**src/rtl/packet_pkg.sv**
```systemverilog
// Shared types and constants for the payload-path packet filter.
// Holds the filter FSM encoding, the debug view and the pass/drop decision rule.
package packet_pkg;

  localparam int MAC_W   = 48;
  localparam int ETYPE_W = 16;
  localparam logic [MAC_W-1:0] BROADCAST_MAC = 48'hFFFF_FFFF_FFFF;

  typedef enum logic [1:0] {
    FLT_IDLE,
    FLT_HDR,
    FLT_PASS,
    FLT_DROP
  } filter_state_e;

  typedef struct packed {
    filter_state_e        state;
    logic [MAC_W-1:0]     src_mac;
    logic [ETYPE_W-1:0]   etype;
    logic                 err;
  } filter_dbg_t;

  function automatic logic filter_pass(input logic               en,
                                       input logic [MAC_W-1:0]   dst,
                                       input logic [MAC_W-1:0]   match_mac,
                                       input logic [ETYPE_W-1:0] etype,
                                       input logic [ETYPE_W-1:0] match_etype);
    return !en || (((dst == match_mac) || (dst == BROADCAST_MAC)) && (etype == match_etype));
  endfunction

endpackage

```
**src/rtl/packet_filter_if.sv**
```systemverilog
// Bundle of aligner-side inputs and forwarded-stream outputs of the packet filter.
// Handshake: every *_valid / strobe qualifies its data on that cycle only; there is
// no ready, so every valid beat or header is consumed the cycle it is presented.
interface packet_filter_if #(
  parameter int DATA_W = 64,
  parameter int BE_W   = 8,
  parameter int CNT_W  = 32
);
  import packet_pkg::*;

  logic [DATA_W-1:0]  iPayload;
  logic               iPayload_valid;
  logic [MAC_W-1:0]   iHeader_A;
  logic               iHeader_A_valid;
  logic [MAC_W-1:0]   iHeader_B;
  logic               iHeader_B_valid;
  logic [ETYPE_W-1:0] iHeader_C;
  logic               iHeader_C_valid;
  logic               iSop;
  logic               iEop;
  logic [BE_W-1:0]    iByte_enable;
  logic [MAC_W-1:0]   iMatch_mac;
  logic [ETYPE_W-1:0] iMatch_etype;
  logic               iFilter_en;

  logic [DATA_W-1:0]  oPayload;
  logic               oValid;
  logic               oSop;
  logic               oEop;
  logic [BE_W-1:0]    oByte_enable;
  logic [CNT_W-1:0]   oPass_cnt;
  logic [CNT_W-1:0]   oDrop_cnt;
  logic [CNT_W-1:0]   oErr_cnt;
  filter_dbg_t        oDbg;

  modport slave (
    input  iPayload, iPayload_valid, iHeader_A, iHeader_A_valid, iHeader_B, iHeader_B_valid,
           iHeader_C, iHeader_C_valid, iSop, iEop, iByte_enable, iMatch_mac, iMatch_etype,
           iFilter_en,
    output oPayload, oValid, oSop, oEop, oByte_enable, oPass_cnt, oDrop_cnt, oErr_cnt, oDbg
  );

  modport master (
    output iPayload, iPayload_valid, iHeader_A, iHeader_A_valid, iHeader_B, iHeader_B_valid,
           iHeader_C, iHeader_C_valid, iSop, iEop, iByte_enable, iMatch_mac, iMatch_etype,
           iFilter_en,
    input  oPayload, oValid, oSop, oEop, oByte_enable, oPass_cnt, oDrop_cnt, oErr_cnt, oDbg
  );

endinterface

```
**src/rtl/sat_counter.sv**
```systemverilog
// Event counter that sticks at all-ones instead of wrapping.
module sat_counter #(
  parameter int CNT_W = 32
) (
  input  logic             clk_i,
  input  logic             rst_i,
  input  logic             inc_i,
  output logic [CNT_W-1:0] value_o
);

  logic [CNT_W-1:0] cnt_q, cnt_d;

  always_comb begin
    cnt_d = cnt_q;
    if (inc_i && (cnt_q != '1)) cnt_d = cnt_q + CNT_W'(1);
  end

  always_ff @(posedge clk_i or posedge rst_i) begin
    if (rst_i) cnt_q <= '0;
    else       cnt_q <= cnt_d;
  end

  assign value_o = cnt_q;

endmodule

```
**src/rtl/packet_filter.sv**
```systemverilog
// Per-packet PASS/DROP filter on dst MAC + ethertype behind the payload aligner.
// Passed beats leave through one register stage; pass/drop/error packets are counted.
module packet_filter
  import packet_pkg::*;
#(
  parameter int DATA_W = 64,
  parameter int BE_W   = 8,
  parameter int CNT_W  = 32
) (
  input logic            iClk,
  input logic            iReset,
  packet_filter_if.slave bus
);

  filter_state_e      state_q, state_d;
  logic               err_q, err_d;
  logic               first_q, first_d;
  logic [MAC_W-1:0]   hdr_a_q, hdr_b_q;
  logic [ETYPE_W-1:0] hdr_c_q;

  logic [MAC_W-1:0]   dst_mac;
  logic               decide;
  logic               fwd, pass_inc, drop_inc, err_inc;

  logic               out_valid_q, out_valid_d;
  logic               out_sop_q, out_sop_d;
  logic               out_eop_q, out_eop_d;
  logic [BE_W-1:0]    out_be_q, out_be_d;
  logic [DATA_W-1:0]  out_data_q, out_data_d;

  // A strobe coincident with C must bypass the (still stale) header register.
  assign dst_mac = bus.iHeader_A_valid ? bus.iHeader_A : hdr_a_q;
  assign decide  = filter_pass(bus.iFilter_en, dst_mac, bus.iMatch_mac,
                               bus.iHeader_C, bus.iMatch_etype);

  always_comb begin
    state_d  = state_q;
    err_d    = err_q;
    first_d  = first_q;
    fwd      = 1'b0;
    pass_inc = 1'b0;
    drop_inc = 1'b0;
    err_inc  = 1'b0;
    case (state_q)
      FLT_IDLE: begin
        if (bus.iSop) begin
          state_d = FLT_HDR;
          err_d   = 1'b0;
        end
      end
      FLT_HDR: begin
        if (bus.iSop) begin
          err_inc = 1'b1;
          err_d   = 1'b0;
        end else if (bus.iHeader_C_valid) begin
          if (bus.iEop) begin
            state_d  = FLT_IDLE;
            pass_inc = decide;
            drop_inc = !decide;
          end else begin
            state_d = decide ? FLT_PASS : FLT_DROP;
            first_d = 1'b1;
          end
        end else if (bus.iEop) begin
          err_inc = 1'b1;
          state_d = FLT_IDLE;
        end else if (bus.iPayload_valid) begin
          err_inc = 1'b1;
          err_d   = 1'b1;
          state_d = FLT_DROP;
        end
      end
      FLT_PASS: begin
        if (bus.iSop) begin
          err_inc = 1'b1;
          state_d = FLT_HDR;
        end else begin
          if (bus.iPayload_valid) begin
            fwd     = 1'b1;
            first_d = 1'b0;
          end
          if (bus.iEop) begin
            pass_inc = 1'b1;
            state_d  = FLT_IDLE;
          end
        end
      end
      FLT_DROP: begin
        // Errored packets were already counted when the error was seen.
        if (bus.iSop) begin
          err_inc = !err_q;
          err_d   = 1'b0;
          state_d = FLT_HDR;
        end else if (bus.iEop) begin
          drop_inc = !err_q;
          state_d  = FLT_IDLE;
        end
      end
      default: state_d = FLT_IDLE;
    endcase
  end

  always_comb begin
    out_valid_d = fwd;
    out_sop_d   = fwd && first_q;
    out_eop_d   = fwd && bus.iEop;
    out_be_d    = fwd ? bus.iByte_enable : '0;
    out_data_d  = fwd ? bus.iPayload : out_data_q;
  end

  always_ff @(posedge iClk or posedge iReset) begin
    if (iReset) begin
      state_q     <= FLT_IDLE;
      err_q       <= 1'b0;
      first_q     <= 1'b0;
      out_valid_q <= 1'b0;
      out_sop_q   <= 1'b0;
      out_eop_q   <= 1'b0;
      out_be_q    <= '0;
      out_data_q  <= '0;
    end else begin
      state_q     <= state_d;
      err_q       <= err_d;
      first_q     <= first_d;
      out_valid_q <= out_valid_d;
      out_sop_q   <= out_sop_d;
      out_eop_q   <= out_eop_d;
      out_be_q    <= out_be_d;
      out_data_q  <= out_data_d;
    end
  end

  always_ff @(posedge iClk or posedge iReset) begin
    if (iReset) begin
      hdr_a_q <= '0;
      hdr_b_q <= '0;
      hdr_c_q <= '0;
    end else begin
      if (bus.iHeader_A_valid) hdr_a_q <= bus.iHeader_A;
      if (bus.iHeader_B_valid) hdr_b_q <= bus.iHeader_B;
      if (bus.iHeader_C_valid) hdr_c_q <= bus.iHeader_C;
    end
  end

  sat_counter #(.CNT_W(CNT_W)) u_pass_cnt (
    .clk_i(iClk), .rst_i(iReset), .inc_i(pass_inc), .value_o(bus.oPass_cnt)
  );
  sat_counter #(.CNT_W(CNT_W)) u_drop_cnt (
    .clk_i(iClk), .rst_i(iReset), .inc_i(drop_inc), .value_o(bus.oDrop_cnt)
  );
  sat_counter #(.CNT_W(CNT_W)) u_err_cnt (
    .clk_i(iClk), .rst_i(iReset), .inc_i(err_inc), .value_o(bus.oErr_cnt)
  );

  assign bus.oPayload     = out_data_q;
  assign bus.oValid       = out_valid_q;
  assign bus.oSop         = out_sop_q;
  assign bus.oEop         = out_eop_q;
  assign bus.oByte_enable = out_be_q;
  assign bus.oDbg         = '{state: state_q, src_mac: hdr_b_q, etype: hdr_c_q, err: err_q};

endmodule

```
**src/flat_wrapper.sv**
```systemverilog
// flat-port wrapper written by rule: the top's interface ports become plain ports
module packet_filter_flat import packet_pkg::*;
#(
  parameter int DATA_W = 64,
  parameter int BE_W   = 8,
  parameter int CNT_W  = 32
)
  (iClk, iReset, bus_iPayload, bus_iPayload_valid, bus_iHeader_A, bus_iHeader_A_valid, bus_iHeader_B, bus_iHeader_B_valid, bus_iHeader_C, bus_iHeader_C_valid, bus_iSop, bus_iEop, bus_iByte_enable, bus_iMatch_mac, bus_iMatch_etype, bus_iFilter_en, bus_oPayload, bus_oValid, bus_oSop, bus_oEop, bus_oByte_enable, bus_oPass_cnt, bus_oDrop_cnt, bus_oErr_cnt, bus_oDbg);
  packet_filter_if #(.DATA_W(DATA_W), .BE_W(BE_W), .CNT_W(CNT_W)) bus_i ();
  input logic iClk;
  input logic iReset;
  input wire logic [$bits(bus_i.iPayload)-1:0] bus_iPayload;
  input wire logic [$bits(bus_i.iPayload_valid)-1:0] bus_iPayload_valid;
  input wire logic [$bits(bus_i.iHeader_A)-1:0] bus_iHeader_A;
  input wire logic [$bits(bus_i.iHeader_A_valid)-1:0] bus_iHeader_A_valid;
  input wire logic [$bits(bus_i.iHeader_B)-1:0] bus_iHeader_B;
  input wire logic [$bits(bus_i.iHeader_B_valid)-1:0] bus_iHeader_B_valid;
  input wire logic [$bits(bus_i.iHeader_C)-1:0] bus_iHeader_C;
  input wire logic [$bits(bus_i.iHeader_C_valid)-1:0] bus_iHeader_C_valid;
  input wire logic [$bits(bus_i.iSop)-1:0] bus_iSop;
  input wire logic [$bits(bus_i.iEop)-1:0] bus_iEop;
  input wire logic [$bits(bus_i.iByte_enable)-1:0] bus_iByte_enable;
  input wire logic [$bits(bus_i.iMatch_mac)-1:0] bus_iMatch_mac;
  input wire logic [$bits(bus_i.iMatch_etype)-1:0] bus_iMatch_etype;
  input wire logic [$bits(bus_i.iFilter_en)-1:0] bus_iFilter_en;
  output wire logic [$bits(bus_i.oPayload)-1:0] bus_oPayload;
  output wire logic [$bits(bus_i.oValid)-1:0] bus_oValid;
  output wire logic [$bits(bus_i.oSop)-1:0] bus_oSop;
  output wire logic [$bits(bus_i.oEop)-1:0] bus_oEop;
  output wire logic [$bits(bus_i.oByte_enable)-1:0] bus_oByte_enable;
  output wire logic [$bits(bus_i.oPass_cnt)-1:0] bus_oPass_cnt;
  output wire logic [$bits(bus_i.oDrop_cnt)-1:0] bus_oDrop_cnt;
  output wire logic [$bits(bus_i.oErr_cnt)-1:0] bus_oErr_cnt;
  output wire logic [$bits(bus_i.oDbg)-1:0] bus_oDbg;
  assign bus_i.iPayload = bus_iPayload;
  assign bus_i.iPayload_valid = bus_iPayload_valid;
  assign bus_i.iHeader_A = bus_iHeader_A;
  assign bus_i.iHeader_A_valid = bus_iHeader_A_valid;
  assign bus_i.iHeader_B = bus_iHeader_B;
  assign bus_i.iHeader_B_valid = bus_iHeader_B_valid;
  assign bus_i.iHeader_C = bus_iHeader_C;
  assign bus_i.iHeader_C_valid = bus_iHeader_C_valid;
  assign bus_i.iSop = bus_iSop;
  assign bus_i.iEop = bus_iEop;
  assign bus_i.iByte_enable = bus_iByte_enable;
  assign bus_i.iMatch_mac = bus_iMatch_mac;
  assign bus_i.iMatch_etype = bus_iMatch_etype;
  assign bus_i.iFilter_en = bus_iFilter_en;
  assign bus_oPayload = bus_i.oPayload;
  assign bus_oValid = bus_i.oValid;
  assign bus_oSop = bus_i.oSop;
  assign bus_oEop = bus_i.oEop;
  assign bus_oByte_enable = bus_i.oByte_enable;
  assign bus_oPass_cnt = bus_i.oPass_cnt;
  assign bus_oDrop_cnt = bus_i.oDrop_cnt;
  assign bus_oErr_cnt = bus_i.oErr_cnt;
  assign bus_oDbg = bus_i.oDbg;
  packet_filter #(.DATA_W(DATA_W), .BE_W(BE_W), .CNT_W(CNT_W)) u_core (.iClk(iClk), .iReset(iReset), .bus(bus_i));
endmodule
```
**config.mk**
```make
export PLATFORM = sky130hd
export DESIGN_NAME = packet_filter_flat
export DESIGN_NICKNAME = d
export VERILOG_FILES = /design/src/rtl/packet_pkg.sv /design/src/rtl/packet_filter_if.sv /design/src/rtl/sat_counter.sv /design/src/rtl/packet_filter.sv /design/src/flat_wrapper.sv
export SDC_FILE = /design/constraint.sdc
export NUM_CORES = 1
export LEC_CHECK = 0
export CAP_MARGIN = 20
export CORE_AREA = 2 2 190 192
export CTS_CLUSTER_DIAMETER = 100
export DETAILED_ROUTE_END_ITERATION = 8
export DIE_AREA = 0 0 192 194
export PLACE_DENSITY_LB_ADDON = 0.12
export SETUP_SLACK_MARGIN = 0.1
export SKIP_LAST_GASP = 1
export SYNTH_ARGS = -nofsm -noshare
export SYNTH_HDL_FRONTEND = slang
export SYNTH_HIERARCHICAL = 1
export SYNTH_SLANG_ARGS = --single-unit
```
**constraint.sdc**
```tcl
create_clock -name iClk -period 9.6 [get_ports iClk]
set_clock_uncertainty 0.15 [all_clocks]
set_input_delay 1.44 -clock iClk [delete_from_list [all_inputs] [get_ports iClk]]
set_output_delay 1.44 -clock iClk [all_outputs]
set_load 0.1 [all_outputs]
```
## Word-level counts from Yosys, hierarchy flattened

Index checks and enable logic that the tools add are counted.

- Bits in latches: 0
- Input port bits: 257
- Memories: 0
- Output and inout bits: 238
- Logic and storage cells: 102
- Memory bits (read-only): 0
- Bits in writable memories: 0
- Bits in registers: 287

- Bitwise logic cells: 0
- Div/mod/pow operators: 0
- Order comparisons: 0
- Reductions and logical operators: 19
- Muxes and demuxes: 45
- Shift operators: 0
- Multiply operators: 0
- Add/sub/neg operators: 3
- Equality and inequality tests: 21

Operators with widths:

| kind | number |
|---|---|
| adder 32 x 1 -> 32 bit, second input constant | 3 |
| != test 32 bit, second input constant | 3 |
| equality test 48 bit | 1 |
| equality test 48 bit, second input constant | 1 |
| 2-to-1 mux 48 bit | 1 |
| 2-to-1 mux 1 bit | 29 |
| equality test 16 bit | 1 |
| 2-to-1 mux 2 bit | 8 |
| != test 2 bit, second input constant | 6 |
| != test 3 bit, second input constant | 3 |
| 2-to-1 mux 8 bit | 1 |
| one-hot mux 1 bit (2 select lines) | 4 |
| logical AND 1 bit | 6 |
| one-hot mux 2 bit (3 select lines) | 1 |
| AND reduction 6 bit | 1 |
| AND reduction 5 bit | 1 |
| equality test 2 bit, second input constant | 2 |
| != test 4 bit, second input constant | 1 |
| AND reduction 4 bit | 1 |
| nonzero test 2 bit | 2 |
| OR reduction 2 bit | 2 |
| logical NOT 1 bit | 3 |
| != test 3 x 1 -> 1 bit, second input constant | 1 |
| one-hot mux 1 bit (3 select lines) | 1 |
| other kinds (4) | 5 |

## Depth between registers and ports, before layout

- Depth in word-level cells: 11
- Gate-level depth with buffers: 15

## By module

The synthesis kept the hierarchy.

By module, submodules not included:

| module | cells an instance | times used | sequential area each (µm²) | area an instance (µm²) |
|---|---|---|---|---|
| packet_filter | 624 | 1 | 4,779.6 | 8,300.5 |
| sat_counter at u_core.u_drop_cnt ... | 139 | 2 | 800.8 | 1,561.5 |
| sat_counter at u_core.u_pass_cnt | 151 | 1 | 800.8 | 1,647.8 |

## Least setup slack after synthesis

OpenSTA, ideal clock, no wires.

- Path kind: input -> register
- Start point: in bus_iHeader_A_valid
- End point: reg u_core.u_drop_cnt.cnt_q[21] (netlist: u_core/u_drop_cnt/value_o[21])
- Stages on the path: 14
- Arrival: 4,373 ps
- Setup slack: 4,918 ps
- Cells stage by stage: buf_6 buf_2 buf_2 mux2i_1 xnor2_1 nor4_1 a41oi_1 a22o_1 clkbuf_2 nand3_1 or4_4 a311oi_4 nand4_1 xnor2_1

- Word-level cells in the longest chain between the ends: 11

Ends and longest elaborated chain:

| what | RTL line | RTL |
|---|---|---|
| start: declaration | flat_wrapper.sv:15 | `input wire logic [$bits(bus_i.iHeader_A_valid)-1:0] bus_iHeader_A_valid;` |
| 2-to-1 mux 48 bit * | - |  |
| equality test 48 bit | packet_pkg.sv:28 | `return !en \|\| (((dst == match_mac) \|\| (dst == BROADCAST_MAC)) && (etype == match_etype));` |
| logical OR 1 bit * | packet_pkg.sv:28 |  |
| logical AND 1 bit * | packet_pkg.sv:28 |  |
| logical OR 1 bit * | packet_pkg.sv:28 |  |
| logical NOT 1 bit * | packet_filter.sv:59 | `drop_inc = !decide;` |
| 2-to-1 mux 1 bit * | packet_filter.sv:56 | `if (bus.iEop) begin` |
| 2-to-1 mux 1 bit * | packet_filter.sv:55 | `end else if (bus.iHeader_C_valid) begin` |
| 2-to-1 mux 1 bit * | packet_filter.sv:52 | `if (bus.iSop) begin` |
| one-hot mux 1 bit (2 select lines) * | packet_filter.sv:44 | `case (state_q)` |
| via u_core.drop_inc | packet_filter.sv:23 | `logic fwd, pass_inc, drop_inc, err_inc;` |
| logical AND 1 bit * | sat_counter.sv:15 | `if (inc_i && (cnt_q != '1)) cnt_d = cnt_q + CNT_W'(1);` |
| end signal: assignment | sat_counter.sv:20 | `else cnt_q <= cnt_d;` |
| end: declaration | sat_counter.sv:11 | `logic [CNT_W-1:0] cnt_q, cnt_d;` |

Mark *: on every way through the listed nets, which the timed path passes. The rest lies on a longest branch.
A chain may end at the register's enable or synchronous reset.

## Worst setup path after layout

- Start point: in bus_iHeader_A_valid
- End point: reg u_core.u_pass_cnt.cnt_q[30] (netlist: u_core/u_pass_cnt/value_o[30])

- Word-level cells in the longest chain between the ends: 10

Ends and longest elaborated chain:

| what | RTL line |
|---|---|
| 2-to-1 mux 48 bit * | - |
| equality test 48 bit | packet_pkg.sv:28 |
| logical OR 1 bit * | packet_pkg.sv:28 |
| logical AND 1 bit * | packet_pkg.sv:28 |
| logical OR 1 bit * | packet_pkg.sv:28 |
| 2-to-1 mux 1 bit * | packet_filter.sv:56 |
| 2-to-1 mux 1 bit * | packet_filter.sv:55 |
| 2-to-1 mux 1 bit * | packet_filter.sv:52 |
| one-hot mux 1 bit (2 select lines) * | packet_filter.sv:44 |
| via u_core.pass_inc | packet_filter.sv:23 |
| logical AND 1 bit * | sat_counter.sv:15 |
| end signal: assignment | sat_counter.sv:20 |
| end: declaration | sat_counter.sv:11 |

Marked as above.

==> impl_metrics.yaml <==
clock_network:
  post_cts_buffers: 0
  cts_hold_buf: 0
  cts_resized: 0
  cts_max_level: 2
  cts_buffer_depth: 3
  tritoncts: "yes"
  cts_buffers: 36
  path_clk_slew_ns: 0.06
  cts-root-buf: "clkbuf_16"
  numClockSinks: 287
  clk_latency_ns: 0.51
power:
  ir_drop_mv: 0.326
  seqPwrFrac: 0.294
  p_leak_nw: 8.32
  clkPwrFrac: 0.252
  power_switching_mw: 2.45
  p_per_area_nw_per_um2: 271
  p_int_mw: 2.88
  pwr-share-comb: 0.455
  netSwitchingFraction: 0.460
worst_setup_path:
  ff2ff_path_depth: 12
  startpoint_type: "input port"
  r2r-start: "u_core/hdr_a_q[35]"
  reg2reg_slack_ns: 5.69
  end_kind: "flip-flop"
  regToRegEndpoint: "u_core/u_pass_cnt/value_o[30]"
  path_max_fanout: 27
  worst_ep_arrival_time_ns: 5.72
  path_class: "in2reg"
  required_ns: 9.85
timing:
  worst_pin_slew_ns: 1.13
  relSlewSlack: 0.244
  setup_viol: 0
  finalMaxSlewViolations: 0
  period_share: 0.570
  max_freq_mhz: 183
  tns_ns: 0
  holdWs_ns: 0.347
  rsz0062_at_grt: "false"
  finalCriticalPeriod_ns: 5.47
  hold_viol: 0
final_layout:
  syn_to_final_growth_pct: 50.5
  layout-drive-gt1-share: 0.145
  final_cell_mix: "clkdlybuf4s50_1 (492), dfrtp_1 (287), mux2_2 (137)"
  fin_nets: 1823
  final_common_cell: "clkdlybuf4s50_1"
  instances_no_fill: 2049
  final_area_um2: 19700
placement:
  placed_area_um2: 18500
  io_buffers: 494
  post-dp-hpwl_um: 31900
  dp_cells: 1980
  gp_congestion: 0.867
synthesis:
  async_flop_share: 1.00
  synth_seq_cells: 287
  syn_area_um2: 13100
  netlist_instances: 1053
  avgSynthCellArea_um2: 12.4
  yosysSeqAreaShare: 0.549
  synth_ff_type: "dfrtp_1"
  yosysWarnings: 6
  syn_nets: 1318
  synth-edff-count: 0
  synth_cell_types: 49
grt:
  grt_pass1_vias: 10504
  grt_max_degree: 122
  grt.total_usage: 0.222
  antenna_found_initial: 5
  grt_pass1_wl_um: 63100
  overflow: 0
hold_path:
  hold_path_end: "u_core/u_err_cnt/value_o[10]"
  hp-start: "u_core/u_err_cnt/value_o[10]"
  whs_path_depth: 1
  hold_path_class: "reg2reg"
route:
  finalWirelength_um: 41800
  drt_iter0_drc: 501
  dr.pass1.iters: 5
  drc: 0
  vias: 10089
  vias_per_cell: 4.92
  routedWlPerCell_um: 20.4
  postRouteAntennaNets: 0
floorplan:
  initial_core_util: 0.371
  fp.dieH_um: 194
  die_area_um2: 37200
  die_w_um: 192
  core_region_area_um2: 35200
  floorplan.rows: 69
  io_pins: 495
run_status:
  status: "finished clean"
run:
  max_cap_violations: 0
-- routing by layer --
layer | up-vias | GRT usage | part of all wire
met2 | 350 | 0.377 | 0.50
met4 | 0 | 0.0684 | 0.023
li1 | 4741 | - | -
met1 | 4938 | 0.268 | 0.40
met3 | 60 | 0.0690 | 0.079
met5 | - | 0 | 0
-- layout make-up --
class | count | area [um^2]
Multi-Input combinational cell | 672 | 5490
Clock buffer | 54 | 1080
Fill cell | 3064 | 15500
Tap cell | 461 | 577
Clock inverter | 8 | 92.6
Antenna cell | 6 | 15.0
Timing Repair Buffer | 503 | 5010
Inverter | 58 | 225
Sequential cell | 287 | 7180
-- sequential cells by signal (all words and copies together), names as in the netlist, 2 cells and up --
name,cells
u_core/bus.oByte_enable,8
u_core/u_pass_cnt/value_o,32
u_core/bus.oPayload,64
u_core/u_drop_cnt/value_o,32
u_core/hdr_c_q,16
u_core/hdr_b_q,48
u_core/u_err_cnt/value_o,32
u_core/hdr_a_q,48
u_core/state_q,2
-- synth_stat cells, drive strengths merged, types with 11 or more instances --
master / instances / area, um^2
and3: 38 / 238
xnor2: 111 / 972
dfrtp: 287 / 7180
buf: 17 / 118
nand3: 63 / 335
xor2: 35 / 307
mux2i: 43 / 430
nand4: 66 / 453
and2: 12 / 75.1
nor4: 14 / 118
a21oi: 17 / 85.1
and4: 13 / 120
inv: 58 / 218
nor2b: 11 / 68.8
nor2: 22 / 82.6
nand2: 34 / 133
clkbuf: 19 / 73.8
mux2: 137 / 1540
-- worst max-delay path by stage --
stage / to / startpoint
after floorplan: u_core/bus.oByte_enable[0] / iReset
after global placement: u_core/u_pass_cnt/value_o[18] / bus_iHeader_A_valid
after detailed placement: u_core/u_pass_cnt/value_o[18] / bus_iHeader_A_valid
after CTS: u_core/u_pass_cnt/value_o[30] / bus_iHeader_A_valid
after global routing: u_core/u_pass_cnt/value_o[30] / bus_iHeader_A_valid
final: u_core/u_pass_cnt/value_o[30] / bus_iHeader_A_valid
-- metrics by stage --
step	power (mW)	utilization	setup slack (ns)
after global routing	5.50	0.558	3.67
after detailed placement	4.01	0.524	3.23
after floorplan	3.32	-	2.81
final	5.32	0.559	4.13
after global placement	4.00	0.524	3.45
after CTS	5.38	0.558	3.80
-- logic make-up (layout without fill, tap and decap cells) --
group	count (synthesis)	count (layout)	synth area share
flops	287	287	0.549
simple gates	285	285	0.132
compound gates	53	53	0.0313
buf+inv	94	623	0.0313
other cells	0	6	0
xor+xnor	146	146	0.0978
mux	180	180	0.151
fa+ha+maj	8	8	0.00766
-- critical path: stages --
cell and delay, ns:
buf_2 0.39, buf_12 0.26, buf_4 0.33, mux2i_1 0.32, xnor2_1 0.09, nor4_1 0.37
nand4_1 0.16, nor3_2 0.14, a41oi_1 0.29, o21ai_0 0.60, and4_1 0.36, nand4_2 0.25
nor3_4 0.35, nand4_1 0.18, xnor2_1 0.16
-- power by group through the flow --
stage	clock [mW]	combinational (mW)	sequential, mW
final	1.34	2.42	1.56
after global routing	1.42	2.49	1.59
after CTS	1.38	2.44	1.57
after detailed placement	0	2.43	1.58
after global placement	0	2.42	1.57
after floorplan	0	0.375	2.95
(Power assumes the default switching activity.)
